===== config.mk =====
export PLATFORM = sky130hd
export DESIGN_NAME = bus_monitor_capture
export DESIGN_NICKNAME = d
export VERILOG_FILES = /design/src/rtl/bus_monitor_capture.sv
export SDC_FILE = /design/constraint.sdc
export NUM_CORES = 1
export LEC_CHECK = 0
export BUFFER_PORTS_ARGS = -buffer_cell sky130_fd_sc_hd__clkbuf_2
export CAP_MARGIN = 0
export CORE_ASPECT_RATIO = 1.5
export CORE_MARGIN = 8
export CORE_UTILIZATION = 46
export CTS_CLUSTER_SIZE = 12
export DETAILED_ROUTE_END_ITERATION = 8
export PLACE_DENSITY = 0.7
export SLEW_MARGIN = 20
export SYNTH_ARGS = -nofsm -noshare
export SYNTH_HDL_FRONTEND = slang
export SYNTH_SLANG_ARGS = --single-unit

===== constraint.sdc =====
create_clock -name clk -period 2.75 [get_ports clk]
set_input_delay 0.55 -clock clk [delete_from_list [all_inputs] [get_ports clk]]
set_output_delay 0.55 -clock clk [all_outputs]
set_load 0.02 [all_outputs]

===== src/rtl/bus_monitor_capture.sv =====
// bus_monitor_capture
//
// Captures completed 6502 bus cycles and presents the most recent one on the
// six-digit debug display (address on HEX5..HEX2, data on HEX1..HEX0). The
// live display only updates on a slow refresh tick so it stays readable.
// A hardware breakpoint freezes the display on a matching address and asks
// the CPU to halt. Single-step and resume controls release the halt.
//
// Ports:
//   clk, rst          system clock, asynchronous active-high reset
//   bus_valid         one-cycle strobe for a completed bus cycle
//   bus_addr/data/rw  contents of the strobed cycle (rw: 1 = read)
//   bp_en, bp_addr    breakpoint enable and address (levels)
//   resume, step      one-cycle control pulses (already debounced)
//   digits            six 4-bit digit values {addr[15:0], data[7:0]}
//   rw_led            rw flag of the displayed cycle
//   halt              CPU halt request
//   trap              high while frozen at a breakpoint or step point
module bus_monitor_capture #(
  parameter int REFRESH_DIV = 5_000_000
) (
  input  logic        clk,
  input  logic        rst,
  input  logic        bus_valid,
  input  logic [15:0] bus_addr,
  input  logic [7:0]  bus_data,
  input  logic        bus_rw,
  input  logic        bp_en,
  input  logic [15:0] bp_addr,
  input  logic        resume,
  input  logic        step,
  output logic [23:0] digits,
  output logic        rw_led,
  output logic        halt,
  output logic        trap
);

  localparam int CW = (REFRESH_DIV > 1) ? $clog2(REFRESH_DIV) : 1;

  typedef enum logic [1:0] {
    RUN,
    TRAPPED,
    STEP
  } state_t;

  state_t        state;
  logic [CW-1:0] refresh_cnt;
  logic          tick;
  logic          skip;
  logic [15:0]   shadow_addr;
  logic [7:0]    shadow_data;
  logic          shadow_rw;
  logic          bp_match;

  assign tick = (refresh_cnt == CW'(REFRESH_DIV - 1));

  // The cycle right after a resume is exempt from the compare so the CPU
  // can execute past the instruction it was stopped on.
  assign bp_match = bus_valid & bp_en & (bus_addr == bp_addr) & ~skip;

  // Free-running refresh divider; it keeps counting while frozen so the
  // tick phase is independent of the debug state.
  always_ff @(posedge clk or posedge rst) begin
    if (rst) begin
      refresh_cnt <= '0;
    end else if (tick) begin
      refresh_cnt <= '0;
    end else begin
      refresh_cnt <= refresh_cnt + 1'b1;
    end
  end

  // Capture/debug state machine. halt and trap are registered alongside the
  // state so they change on the same edge as the state they decode.
  always_ff @(posedge clk or posedge rst) begin
    if (rst) begin
      state       <= RUN;
      skip        <= 1'b0;
      shadow_addr <= '0;
      shadow_data <= '0;
      shadow_rw   <= 1'b0;
      digits      <= '0;
      rw_led      <= 1'b0;
      halt        <= 1'b0;
      trap        <= 1'b0;
    end else begin
      case (state)
        RUN: begin
          if (bus_valid) begin
            shadow_addr <= bus_addr;
            shadow_data <= bus_data;
            shadow_rw   <= bus_rw;
            skip        <= 1'b0;
          end
          // A breakpoint hit outranks the refresh tick. A tick coinciding
          // with a strobe shows the incoming cycle rather than stale shadow.
          if (bp_match) begin
            digits <= {bus_addr, bus_data};
            rw_led <= bus_rw;
            state  <= TRAPPED;
            halt   <= 1'b1;
            trap   <= 1'b1;
          end else if (tick) begin
            if (bus_valid) begin
              digits <= {bus_addr, bus_data};
              rw_led <= bus_rw;
            end else begin
              digits <= {shadow_addr, shadow_data};
              rw_led <= shadow_rw;
            end
          end
        end

        TRAPPED: begin
          if (resume) begin
            state <= RUN;
            skip  <= 1'b1;
            halt  <= 1'b0;
            trap  <= 1'b0;
          end else if (step) begin
            state <= STEP;
            halt  <= 1'b0;
            trap  <= 1'b0;
          end
        end

        STEP: begin
          if (resume) begin
            state <= RUN;
            skip  <= 1'b1;
          end else if (bus_valid) begin
            // The stepped cycle is captured unconditionally, no compare.
            shadow_addr <= bus_addr;
            shadow_data <= bus_data;
            shadow_rw   <= bus_rw;
            digits      <= {bus_addr, bus_data};
            rw_led      <= bus_rw;
            state       <= TRAPPED;
            halt        <= 1'b1;
            trap        <= 1'b1;
          end
        end

        default: begin
          state <= RUN;
          halt  <= 1'b0;
          trap  <= 1'b0;
        end
      endcase
    end
  end

endmodule


; ---- After elaboration in Yosys (flattened, before gate mapping)
; Index checks and enable logic that the tools add are counted.
[word_totals]
regBits = 77
word_cells = 71
in_bits = 47
out_inout_bits = 27
[classes]
add_sub_neg = 1
n_reduce_logical = 9
mux = 36
bitwise_logic = 4
eq_ne = 12
[op_table]
columns = cell, n
row1 = 24-bit two-way mux, 5
row2 = 24-bit one-hot mux with 2 select lines, 1
row3 = 16-bit two-way mux, 2
row4 = 16-bit one-hot mux with 2 select lines, 1
row5 = "23-bit by 1-bit adder with 23-bit output, second input constant", 1
row6 = "23-bit == test, second input constant", 1
row7 = 23-bit two-way mux, 1
row8 = 16-bit == test, 1
row9 = 8-bit two-way mux, 2
row10 = 8-bit one-hot mux with 2 select lines, 1
row11 = 1-bit two-way mux, 13
row12 = 2-bit two-way mux, 5
row13 = "3-bit inequality test, second input constant", 3
row14 = "2-bit inequality test, second input constant", 4
row15 = 4-bit AND reduction, 2
row16 = 1-bit one-hot mux with 2 select lines, 3
row17 = 2-bit one-hot mux with 3 select lines, 1
row18 = 3-bit AND reduction, 2
row19 = 2-bit nonzero test, 2
row20 = 1-bit AND, 3
row21 = 1-bit one-hot mux with 3 select lines, 1
row22 = "2-bit by 1-bit == test with 1-bit output, second input constant", 1
row23 = "2-bit == test, second input constant", 1
row24 = 2-bit zero test, 1
row25 = 4 further kinds, 4

; ---- Depth between registers and ports, before layout
[logic_depth]
depth_word = 5
depth_mapped = 9

; ---- Worst setup path after synthesis
; No wires, ideal clock.
[synth_path]
kind = reg2reg
startpoint = reg state[0]
endpoint = reg digits[0]
setup_ns = 0.125
required_ns = 2.625
synth_period_minus_slack_ns = 2.197
arrival_time_ns = 2.072
setup_slack_ns = 0.553
path_stages_with_launch = 8
path_cell_list = dfrtp_1 -> inv_1 -> ha_1 -> clkbuf_1 -> nor2_1 -> clkbuf_1 -> mux2_2 -> mux2_4
[synth_via]
elab_chain_len = 3
word_cells_on_any_way = 8
cone_classes = 4 x eq/ne / 1 x mux / 3 x reduce/logical
[synth_rtl]
columns = element, line
row1 = from (decl), 46  ; state_t state;
row2 = from (signal assigned), 77  ; state <= RUN;
row3 = from (signal assigned), 100  ; state <= TRAPPED;
row4 = from (signal assigned), 116  ; state <= RUN;
row5 = 2-bit == test / 2-bit zero test (equally long branches), 87  ; case (state)
row6 = "2-bit inequality test (no source line), or another cell as far along", n/a
row7 = 4-bit AND reduction (no source line), n/a
row8 = to (signal assigned), 98  ; digits <= {bus_addr, bus_data};
row9 = to (signal assigned), 105  ; digits <= {bus_addr, bus_data};
row10 = to (signal assigned), 108  ; digits <= {shadow_addr, shadow_data};
row11 = to (decl), 32  ; output logic [23:0] digits,
; Parallel ways exist; a longest one is shown, timed or not.
; A chain may end at the register's enable or synchronous reset.

; ---- Worst setup path after layout
[layout_path]
startpoint = reg refresh_cnt[15]
endpoint = reg digits[7]
[layout_via]
elab_chain_len = 3
[layout_rtl]
columns = element, line
row1 = from (decl), 47  ; logic [CW-1:0] refresh_cnt;
row2 = from (signal assigned), 69  ; refresh_cnt <= refresh_cnt + 1'b1;
row3 = 23-bit == test, 55  ; assign tick = (refresh_cnt == CW'(REFRESH_DIV - 1));
row4 = 3-bit inequality test (no source line), n/a
row5 = 4-bit AND reduction (no source line), n/a
; No other way between the ends.

==> metrics.txt <==
Mapped Area=3920 µm²; status=complete, no violations; setup TNS=0 ps; Min Clock Period, post-route=2200 ps; Clock Skews=around 5.0 ps; routed wire length=8230 µm; Max-cap violations=0; sequential-to-total area share from yosys stat=0.491; Post-Syn Area per Cell=between 10 and 15 µm²; gpl congestion=between 0.8 and 0.9; Post-synth EDFFs=0; Port Buf Inserts=73; largest net degree at the start of global routing=50; vias after detailed routing=roughly 2600; row count=41; most common cell after layout, fill and taps aside=dfrtp_1; Synth Instances=308; Worst Reg-to-Reg Cells=6; width of the die=between 90 and 100 µm; clk_lat worst skew=330 ps; Tightest Hold Check Type=in2async; final instance area=~4700 µm²; I/O pins=74; CTS resizes=0; HPWL after DPL=a little over 6000 µm; Worst EP arrival=roughly 2400 ps; Slew @ Worst Pin=630 ps; Worst setup EP type=flip-flop; initial antenna violation count=0; met2 usage in global routing=0.243; P_leak=2.22 nW; Fill cells=705; overall die area=around 12000 µm²; critical path type=reg2reg; worst-path cell chain=or4b_4 -> nor4_2 -> a31oi_1 -> o21ai_4 -> buf_12 -> mux2_2; synth unique cells=42; reg-to-reg endpoint=digits[7]; # nets final=438; Net Count, Synth=between 300 and 400; Pre-antenna DRT Iters=4; VDD IR-drop max=around 410 µV; WP data required=2970 ps; total gr overflow=0; Initial DRC Count=147; Ys Warns=0; unrepaired setup endpoints after global routing=no; relative slew slack=0.579; CTS Buf Count=9; first-pass GRT wire length=13700 µm; drc violations=0; CP max stage delay=approximately 540 ps; post-layout power=4.18 mW; Die Ht=129 µm; startpoint types=flip-flop; P&R area growth vs syn=20.5%; Crit Path Max Fanout=25; Final Hold Vio Count=0; vias in the first global route=2751; most frequent cells in the layout=dfrtp_1, clkbuf_2, mux2_2; CP Buf/Inv Count=1; M1 GR Usage=0.164; Core Footprint=about 8400 µm²; routed vias/inst=around 5.3; placed instance area=4440 µm²; share of layout cells above drive strength 1=0.463; CTS tree=yes; H-Tree Depth=3; Longest Clk Path Bufs=2; Final Cycle Share=0.799; slowest CP cell=or4b_4; root buffer cell=clkbuf_16; initial core utilization=0.469; Max Freq=455 MHz; pwr dens=884 nW/µm²; Synth Register Bits=77; Worst R2R Setup Slack=roughly 550 ps; most common flop cell mapped by yosys=dfrtp_1; Most Crowded Layer GR=met2; post-synthesis async set-or-reset flop share=1.00; Max Slew Vio Count=0; Clock transition at path regs=roughly 60 ps; Top Family by Delay on Critical Path=simple AND/OR/NAND/NOR gates; met3 GRT Util=0.0532; antenna diode count=0; Clock Sinks=77; Setup Buffers After CTS=0; Total GRT Usage=0.146; reg-to-reg startpoint=refresh_cnt[15]; setup violators final=0; DR WL/cell=16.5 µm; CTS hold repair buffers=0; Routed Antenna Nets=0
-- state kept, by name, indices dropped and copies added (netlist names) --
register and flops:
digits 24, refresh_cnt 23, shadow_rw 1, trap 1, skip 1, rw_led 1, shadow_data 8, shadow_addr 16
state 2
-- per-stage QoR --
step	cells	hold slack [ps]	utilization	setup WS (ps)
finish	498	285	0.566	554
CTS	498	298	0.566	520
floorplan	308	446	-	233
global placement	482	462	0.531	429
detailed placement	482	474	0.531	366
global route	498	337	0.566	447
-- routing by layer --
metal	vias to the layer above	wire, µm
met5	-	0
met4	0	118
met3	9	509
met2	72	4200
met1	1316	3410
li1	1248	-
-- synthesized netlist by cell type (6+ instances only) --
| master | count | share of area |
|---|---|---|
| xnor2_1 | 10 | 0.022 |
| dfrtp_1 | 77 | 0.49 |
| mux2_2 | 55 | 0.16 |
| clkbuf_1 | 6 | 0.0057 |
| nor2_1 | 17 | 0.016 |
| nand2_1 | 14 | 0.013 |
| xor2_1 | 27 | 0.060 |
| inv_1 | 6 | 0.0057 |
| nand3_1 | 9 | 0.011 |
| mux2_4 | 20 | 0.077 |
-- worst max path at each step --
stage | startpoint | endpoint | slack, ps | depth (start not counted)
global route | state[0] | digits[9] | 450 | 8
detailed placement | bus_addr[0] | digits[6] | 370 | 7
global placement | bp_addr[0] | digits[7] | 430 | 7
finish | refresh_cnt[15] | digits[7] | 550 | 6
CTS | refresh_cnt[15] | digits[6] | 520 | 6
floorplan | rst | digits[0] | 230 | 1
-- cell families (layout without fill, tap and decap cells) --
logic type / Yosys count / count (layout) / share of synthesized area
mux: 76 / 76 / 0.237
flops: 77 / 77 / 0.491
compound gates: 17 / 17 / 0.0297
xor+xnor: 37 / 37 / 0.0826
simple gates: 78 / 78 / 0.118
buf+inv: 18 / 101 / 0.0255
fa+ha+maj: 5 / 5 / 0.0159
-- where the power goes --
| group | internal [mW] | switching (mW) |
|---|---|---|
| Sequential | 1.47 | 0.178 |
| Clock | 0.711 | 0.420 |
| Combinational | 0.748 | 0.657 |
| Total | 2.93 | 1.25 |
-- worst reg2reg max path, cell delays in order (launching register included) --
cell     delay [ps]
dfrtp_1         440
or4b_4          550
nor4_2          200
a31oi_1         190
o21ai_4         100
buf_12          230
mux2_2          370
-- area by class of cell --
type                    count  area (µm²)  area share
flip-flops and latches     77        1930       0.407
clock buffers              16         292      0.0616
inverters                   6        22.5     0.00476
well taps                 107         134      0.0283
multi-input cells         213        1910       0.403
repair buffers             79         448      0.0947
Note: power is estimated with default switching activity, not from simulation.
